$ cat src/rtl/operand_recover_pkg.sv
// Shared types and constants for the bit-serial operand recovery block.
package operand_recover_pkg;

  localparam int REC_WIDTH_DEF = 8;

  typedef enum logic [1:0] {
    IDLE  = 2'd0,
    SHIFT = 2'd1,
    DONE  = 2'd2
  } rec_state_t;

endpackage

$ cat src/rtl/borrow_cell.sv
// One-bit full subtractor: computes s - a - bin with difference and borrow out.
module borrow_cell (
  input  logic s,
  input  logic a,
  input  logic bin,
  output logic d,
  output logic bout
);

  assign d    = s ^ a ^ bin;
  assign bout = (~s & a) | (~(s ^ a) & bin);

endmodule

$ cat src/rtl/serial_operand_recover.sv
// Recovers op2 = sum - op1 (mod 2^WIDTH) one bit per cycle, LSB first,
// with a final borrow flag; valid/ready handshake on input and output.
module serial_operand_recover
  import operand_recover_pkg::*;
#(
  parameter int WIDTH = REC_WIDTH_DEF
) (
  input  logic             clk,
  input  logic             rst,
  input  logic             in_valid,
  output logic             in_ready,
  input  logic [WIDTH-1:0] sum,
  input  logic [WIDTH-1:0] op1,
  output logic             out_valid,
  input  logic             out_ready,
  output logic [WIDTH-1:0] op2,
  output logic             underflow
);

  localparam int CNT_W = $clog2(WIDTH);
  localparam logic [CNT_W-1:0] CNT_LAST = CNT_W'(WIDTH - 1);

  rec_state_t       state_q, state_d;
  logic [WIDTH-1:0] s_q, s_d;
  logic [WIDTH-1:0] a_q, a_d;
  logic [WIDTH-1:0] r_q, r_d;
  logic [WIDTH-1:0] op2_q, op2_d;
  logic             b_q, b_d;
  logic             uf_q, uf_d;
  logic [CNT_W-1:0] cnt_q, cnt_d;
  logic             d_bit;
  logic             bout_bit;

  borrow_cell u_cell (
    .s    (s_q[0]),
    .a    (a_q[0]),
    .bin  (b_q),
    .d    (d_bit),
    .bout (bout_bit)
  );

  // Next-state and datapath update for the serial subtraction
  always_comb begin
    state_d = state_q;
    s_d     = s_q;
    a_d     = a_q;
    r_d     = r_q;
    b_d     = b_q;
    cnt_d   = cnt_q;
    op2_d   = op2_q;
    uf_d    = uf_q;
    case (state_q)
      IDLE: begin
        if (in_valid) begin
          s_d     = sum;
          a_d     = op1;
          b_d     = 1'b0;
          cnt_d   = '0;
          state_d = SHIFT;
        end else begin
          state_d = IDLE;
        end
      end
      SHIFT: begin
        s_d = {1'b0, s_q[WIDTH-1:1]};
        a_d = {1'b0, a_q[WIDTH-1:1]};
        r_d = {d_bit, r_q[WIDTH-1:1]};
        b_d = bout_bit;
        // Outputs are captured separately so op2 stays put while R shifts
        if (cnt_q == CNT_LAST) begin
          op2_d   = {d_bit, r_q[WIDTH-1:1]};
          uf_d    = bout_bit;
          state_d = DONE;
        end else begin
          cnt_d = cnt_q + CNT_W'(1);
        end
      end
      DONE: begin
        if (out_ready) begin
          state_d = IDLE;
        end else begin
          state_d = DONE;
        end
      end
      default: begin
        state_d = IDLE;
      end
    endcase
  end

  // State, shift registers, borrow flop, counter and captured result
  always_ff @(posedge clk or posedge rst) begin
    if (rst) begin
      state_q <= IDLE;
      s_q     <= '0;
      a_q     <= '0;
      r_q     <= '0;
      b_q     <= 1'b0;
      cnt_q   <= '0;
      op2_q   <= '0;
      uf_q    <= 1'b0;
    end else begin
      state_q <= state_d;
      s_q     <= s_d;
      a_q     <= a_d;
      r_q     <= r_d;
      b_q     <= b_d;
      cnt_q   <= cnt_d;
      op2_q   <= op2_d;
      uf_q    <= uf_d;
    end
  end

  assign in_ready  = (state_q == IDLE);
  assign out_valid = (state_q == DONE);
  assign op2       = op2_q;
  assign underflow = uf_q;

endmodule

$ cat config.mk
export PLATFORM = sky130hd
export DESIGN_NAME = serial_operand_recover
export DESIGN_NICKNAME = d
export VERILOG_FILES = /design/src/rtl/operand_recover_pkg.sv /design/src/rtl/borrow_cell.sv /design/src/rtl/serial_operand_recover.sv
export SDC_FILE = /design/constraint.sdc
export NUM_CORES = 1
export LEC_CHECK = 0
export ABC_AREA = 1
export BUFFER_PORTS_ARGS = -buffer_cell sky130_fd_sc_hd__buf_2
export CORE_MARGIN = 2
export CORE_UTILIZATION = 49
export CTS_CLUSTER_SIZE = 30
export DETAILED_ROUTE_END_ITERATION = 10
export MAX_ROUTING_LAYER = met4
export PLACE_DENSITY_LB_ADDON = 0.3
export SETUP_SLACK_MARGIN = 0.1
export SLEW_MARGIN = 20
export SYNTH_ARGS = -nofsm -noshare
export SYNTH_HDL_FRONTEND = slang
export SYNTH_SLANG_ARGS = --single-unit
$ cat constraint.sdc
create_clock -name clk -period 1.2 [get_ports clk]
set_input_delay 0.24 -clock clk [delete_from_list [all_inputs] [get_ports clk]]
set_output_delay 0.24 -clock clk [all_outputs]
set_load 0.05 [all_outputs]
==> results of run 1 <==
-- state kept, by name (all words and copies together), names as in the netlist --
register / cells
r_q: 7
b_q: 1
op2: 8
cnt_q: 3
state_q: 2
a_q: 8
underflow: 1
s_q: 8
-- synthesized netlist by cell type --
master	count
nand3_1	20
nand2_2	11
o31ai_1	1
buf_6	7
nor2_1	4
buf_2	2
nand2_1	88
fa_1	1
o21ai_4	1
nor2_4	1
nand2_4	1
o21ai_0	17
inv_1	14
dfrtp_1	38
inv_4	1
inv_2	1
nand3_2	1
ha_1	2
buf_4	1
-- worst reg2reg max path, cell delays in order (launching register included) --
cell,delay (ns)
dfrtp_1,0.44
buf_6,0.16
buf_6,0.12
o21ai_4,0.22
buf_6,0.15
buf_8,0.13
nand2_1,0.08
nand2_1,0.07
-- stage by stage --
step	instance area, um^2	utilization (%)	hold slack [ns]	setup WS [ns]
2_1_floorplan	1829	-	0.2061	-0.06113
3_3_place_gp	2096	58.12	0.2646	-0.02110
3_5_place_dp	2096	58.12	0.2657	-0.09886
4_1_cts	2745	76.13	0.1345	-0.1650
5_1_grt	3035	84.18	0.1345	-0.2747
6_report	3035	84.18	0.1380	-0.2095
-- final timing paths --
check | slack (ns) | cells past startpoint | endpoint
setup / recovery | -0.21 | 7 | s_q[5]
hold reg to reg | 0.49 | 2 | a_q[2]
hold / removal | 0.14 | 2 | state_q[1]
setup reg to reg | -0.21 | 7 | s_q[5]
max in group asynchronous | 0.30 | 4 | state_q[1]
min in group asynchronous | 0.48 | 3 | op2[5]
-- routing by layer --
metal | routed length [um] | share of wire [%] | vias up | GRT usage [%]
met5 | 0 | 0 | - | -
met4 | 306 | 5.0 | 0 | 11.97
met3 | 313 | 5.1 | 26 | 4.688
met2 | 3279 | 53 | 89 | 44.46
met1 | 2236 | 36 | 862 | 32.00
li1 | - | - | 829 | -
-- cell families (layout without fill, tap and decap cells) --
| family | count (synthesis) | after routing | share of synthesized area [%] |
|---|---|---|---|
| flip-flops | 38 | 38 | 52.52 |
| buffers and inverters | 26 | 109 | 8.777 |
| AO/OA/AOI/OAI | 19 | 19 | 6.013 |
| AND/OR/NAND/NOR | 126 | 126 | 30.20 |
| adder cells (fa/ha/maj) | 3 | 3 | 2.488 |
-- area by class of cell --
class,instances,area (um^2)
timing repair inverter,1,5.005
timing repair buffer,84,815.8
fill,188,570.5
tap,48,60.06
clock inverter,3,68.82
sequential,38,952.2
clock buffer,5,68.82
inverter,16,76.32
multi-input combinational,148,988.4
-- power by group --
part           internal [mW]  switching [mW]
sequential              1.81           0.457
combinational           2.09            2.57
clock                  0.833           0.505
-- what timing repair did --
item / 4_1_cts / 5_1_grt
gates cloned: 5 / 1
pin swaps: 9 / 17
gates resized for setup: 85 / 68
setup endpoints to repair: 49 / 49
hold buffers: 1 / 0
endpoints found under the hold margin: 15 / 0
buffers inserted: 18 / 17
==> impl_metrics.env, run 1 <==
export IMPL_min_period_ns=1.410
export IMPL_tritoncts="built"
export IMPL_fin_ws_ns=-0.2095
export IMPL_leakagePower_nw=1.597
export IMPL_path_common_cell="buf_6"
export IMPL_cts_root_buf="clkbuf_8"
export IMPL_syn2layout_area_growth_pct=67.66
export IMPL_grt_total_usage_pct=26.78
export IMPL_startpoint_type="flop"
export IMPL_grt_pass1_vias=1675
export IMPL_crit_required_ns=1.44
export IMPL_setup_violations=38
export IMPL_final_cell_mix="nand2_1, nand2_2, dfrtp_1"
export IMPL_status="finished with violations"
export IMPL_cp_max_fo=6
export IMPL_worstPathArrival_ns=1.65
export IMPL_grt_start_max_net_pins=18
export IMPL_hpwl_um=2451
export IMPL_path_class="reg2reg"
export IMPL_finalClockSkew_ns=0.01192
export IMPL_overflow=0
export IMPL_drt_iter0_drc=172
export IMPL_cts_buffer_depth=2
export IMPL_placedCellCount=296
export IMPL_antenna_found_initial=0
export IMPL_die_x_um=64.79
export IMPL_yosysWarnings=0
export IMPL_end_kind="flop"
export IMPL_num_nets_final=317
export IMPL_hold_path_class="in2reg"
export IMPL_violations="setup timing"
export IMPL_portBuffers=30
export IMPL_gp_congestion=0.7926
export IMPL_syn_area_um2=1810
export IMPL_antenna_cells=0
export IMPL_total_power_mw=8.257
export IMPL_numCtsBuffers=5
export IMPL_grt_first_pass_wirelength_um=7990
export IMPL_row_count=22
export IMPL_ant_nets=0
export IMPL_setup_tns_ns=-4.420
export IMPL_cts_sinks=38
export IMPL_synthesis_instances=212
export IMPL_drive_above_1_share_pct=59.32
export IMPL_slew_headroom_pct=70.65
export IMPL_netlist_area_leader_share_pct=52.52
export IMPL_path_cells="buf_6, buf_6, o21ai_4, buf_6, buf_8, nand2_1, nand2_1"
export IMPL_wire_per_inst_um=17.89
export IMPL_clkTransAtPathRegs_ns=0.08
export IMPL_synth_top_area_cell="dfrtp_1"
export IMPL_clk_latency_ns=0.31
export IMPL_power_density_nw_per_um2=2720
export IMPL_drv_slew=0
export IMPL_cp_slowest_stage_delay_ns=0.44
export IMPL_synth_nets=235
export IMPL_maxCapViolations=0
export IMPL_drc=0
export IMPL_die_area_um2=4197
export IMPL_critical_path_buf_inv_count=4
export IMPL_via_per_inst=5.265
export IMPL_min_delay_start="out_ready"
export IMPL_initial_core_util_pct=50.21
export IMPL_core_um2=3606
export IMPL_rsz0062_at_grt="yes"
export IMPL_timing_rr_start="state_q[0]"
export IMPL_timing_worst_slew_pin_value_ns=0.4394
export IMPL_die_h_um=64.79
export IMPL_netlist_top_cells_area="dfrtp_1, nand2_1, nand3_1, o21ai_0, buf_6"
export IMPL_htree_levels=2
export IMPL_final_instance_count_excl_fill=343
export IMPL_synth_distinct_cells=19
export IMPL_syn_avg_cell_area_um2=8.540
export IMPL_critPathSlowestCell="dfrtp_1"
export IMPL_dr_pass1_iters=4
export IMPL_crit_family="buffers and inverters"
export IMPL_layout_commonest_cell="nand2_1"
export IMPL_final_hold_viol_count=0
export IMPL_min_period_over_period_pct=117.5
export IMPL_drt_wl_total_um=6135
export IMPL_io_pins=31
export IMPL_irDropWorstVdd_v=0.001637
export IMPL_vias=1806
export IMPL_synth_seq_cells=38
export IMPL_ys_seq_area_share_pct=52.52
export IMPL_timing_fmax_ghz=0.7095
export IMPL_critPathLaunch="state_q[0]"
No activity file was read; power rests on OpenSTA's default activity.
==> run 2: changes to the inputs <==
--- a/config.mk
+++ b/config.mk
@@ -8,7 +8,7 @@
 export ABC_AREA = 1
 export BUFFER_PORTS_ARGS = -buffer_cell sky130_fd_sc_hd__buf_2
 export CORE_MARGIN = 2
-export CORE_UTILIZATION = 49
+export CORE_UTILIZATION = 55
 export CTS_CLUSTER_SIZE = 30
 export DETAILED_ROUTE_END_ITERATION = 10
 export MAX_ROUTING_LAYER = met4
==> constraint.sdc (replaced) <==
create_clock -name clk -period 1.5 [get_ports clk]
set_input_delay 0.3 -clock clk [delete_from_list [all_inputs] [get_ports clk]]
set_output_delay 0.3 -clock clk [all_outputs]
set_load 0.05 [all_outputs]
==> run 2 against run 1 <==
Effect of this change: the run now ends clean; largest power group unchanged; critical endpoint is now in_ready; combinational power decreased by 56%; critical path type is now reg2out; via count decreased by 19%; flip-flop and latch count unchanged.
==> impl_metrics.env, run 2 (same netlist as run 1, synthesis figures left out) <==
export IMPL_status="complete, no violations"
export IMPL_maxCapViolations=0
export IMPL_ant_nets=0
export IMPL_via_per_inst=4.946
export IMPL_drive_above_1_share_pct=28.85
export IMPL_cts_sinks=38
export IMPL_fin_area_um2=2148
export IMPL_pre_cts_slack_ns=0.09462
export IMPL_hold_path_class="in2async"
export IMPL_clkTransAtPathRegs_ns=0.11
export IMPL_io_pins=31
export IMPL_end_kind="output port"
export IMPL_gp_congestion=0.7978
export IMPL_drv_slew=0
export IMPL_grt_pass1_vias=1382
export IMPL_drt_wl_total_um=3586
export IMPL_r2r_cells=7
export IMPL_placedCellCount=282
export IMPL_tritoncts="built"
export IMPL_place_area_um2=1972
export IMPL_irDropWorstVdd_v=0.001177
export IMPL_path_class="reg2out"
export IMPL_fin_ws_ns=0.02831
export IMPL_worstReg2RegEnd="cnt_q[0]"
export IMPL_grt_total_usage_pct=23.03
export IMPL_rrSetupSlack_ns=0.18
export IMPL_slew_headroom_pct=69.70
export IMPL_crit_required_ns=1.20
export IMPL_portBuffers=30
export IMPL_cts_buffer_depth=2
export IMPL_cts_root_buf="clkbuf_4"
export IMPL_hpwl_um=2239
export IMPL_die_h_um=61.38
export IMPL_syn2layout_area_growth_pct=18.66
export IMPL_antenna_found_initial=0
export IMPL_clk_latency_ns=0.33
export IMPL_cp_max_fo=3
export IMPL_overflow=0
export IMPL_final_cell_mix="nand2_1, dfrtp_1, buf_2"
export IMPL_leakagePower_nw=1.172
export IMPL_grt_util_met3_pct=4.832
export IMPL_layout_commonest_cell="nand2_1"
export IMPL_core_um2=3103
export IMPL_die_area_um2=3767
export IMPL_use_met1_pct=30.40
export IMPL_initial_core_util_pct=58.35
export IMPL_setup_tns_ns=0
export IMPL_min_period_over_period_pct=98.11
export IMPL_worstPathArrival_ns=1.17
export IMPL_wire_per_inst_um=12.07
export IMPL_grt_first_pass_wirelength_um=6147
export IMPL_ctsHoldBuffers=0
export IMPL_num_nets_final=277
export IMPL_timing_fmax_ghz=0.6795
export IMPL_total_power_mw=4.250
export IMPL_met2_usage_pct=35.56
export IMPL_final_instance_count_excl_fill=297
export IMPL_whs_ns=0.04463
export IMPL_rsz0062_at_grt="yes"
export IMPL_htree_levels=2
export IMPL_die_x_um=61.38
export IMPL_startpoint_type="flop"
export IMPL_power_density_nw_per_um2=1978
export IMPL_final_hold_viol_count=0
export IMPL_antenna_cells=0
export IMPL_vias=1469
export IMPL_timing_rr_start="cnt_q[0]"
export IMPL_fin_util_pct=69.23
export IMPL_row_count=20
export IMPL_timing_worst_slew_pin_value_ns=0.4545
export IMPL_dr_pass1_iters=4
export IMPL_grt_start_max_net_pins=39
export IMPL_drc=0
export IMPL_setup_violations=0
export IMPL_busiest_layer="met2"
export IMPL_finalClockSkew_ns=0.01044
export IMPL_min_period_ns=1.472
export IMPL_numCtsBuffers=5
export IMPL_drt_iter0_drc=69
## run 2: cell count changes in the layout (fill, tap and decap cells not counted), sizes merged
| cell | previous run | this run |
|---|---|---|
| clkbuf | 5 | 6 |
| inv | 15 | 16 |
| buf | 83 | 45 |
| clkinv | 2 | 0 |
| clkinvlp | 1 | 0 |
| bufinv | 2 | 0 |
| dlygate4sd3 | 1 | 0 |
## run 2: routing by layer
| metal | wire, um | part of all wire [%] |
|---|---|---|
| met1 | 1672 | 47 |
| met4 | 31 | 0.86 |
| met5 | 0 | 0 |
| met2 | 1722 | 48 |
| met3 | 159 | 4.4 |
## run 2: area by class of cell
cell class / count / area (um^2)
clock buffer: 6 / 51.30
fill: 259 / 954.7
inverter: 16 / 65.06
multi-input combinational: 148 / 734.5
sequential: 38 / 952.2
tap: 44 / 55.05
timing repair buffer: 45 / 290.3
## run 2: report_power, final
part | total (mW) | internal (mW) | switching [mW]
clock | 0.525 | 0.212 | 0.314
sequential | 1.67 | 1.44 | 0.228
combinational | 2.05 | 0.718 | 1.34
total | 4.25 | 2.37 | 1.88
## run 2: how the worst max path moves through the flow
stage	from	end	slack (ns)	depth (start not counted)
6_report	state_q[0]	in_ready	0.03	3
3_3_place_gp	cnt_q[0]	underflow	0.15	4
5_1_grt	state_q[0]	in_ready	-0.04	3
4_1_cts	state_q[0]	in_ready	0.02	3
3_5_place_dp	cnt_q[0]	op2[4]	0.09	5
2_1_floorplan	state_q[0]	out_valid	0.18	3
## run 2: repair_timing
action,CTS,global route
pin swaps,2,1
setup buffers,6,3
endpoints found under the setup margin,7,21
resized for setup,9,6
gates cloned,0,0
## run 2: critical path: stages (launching register included)
cell     delay (ns)
dfrtp_1        0.41
buf_6          0.13
nor2_4         0.14
buf_8          0.16
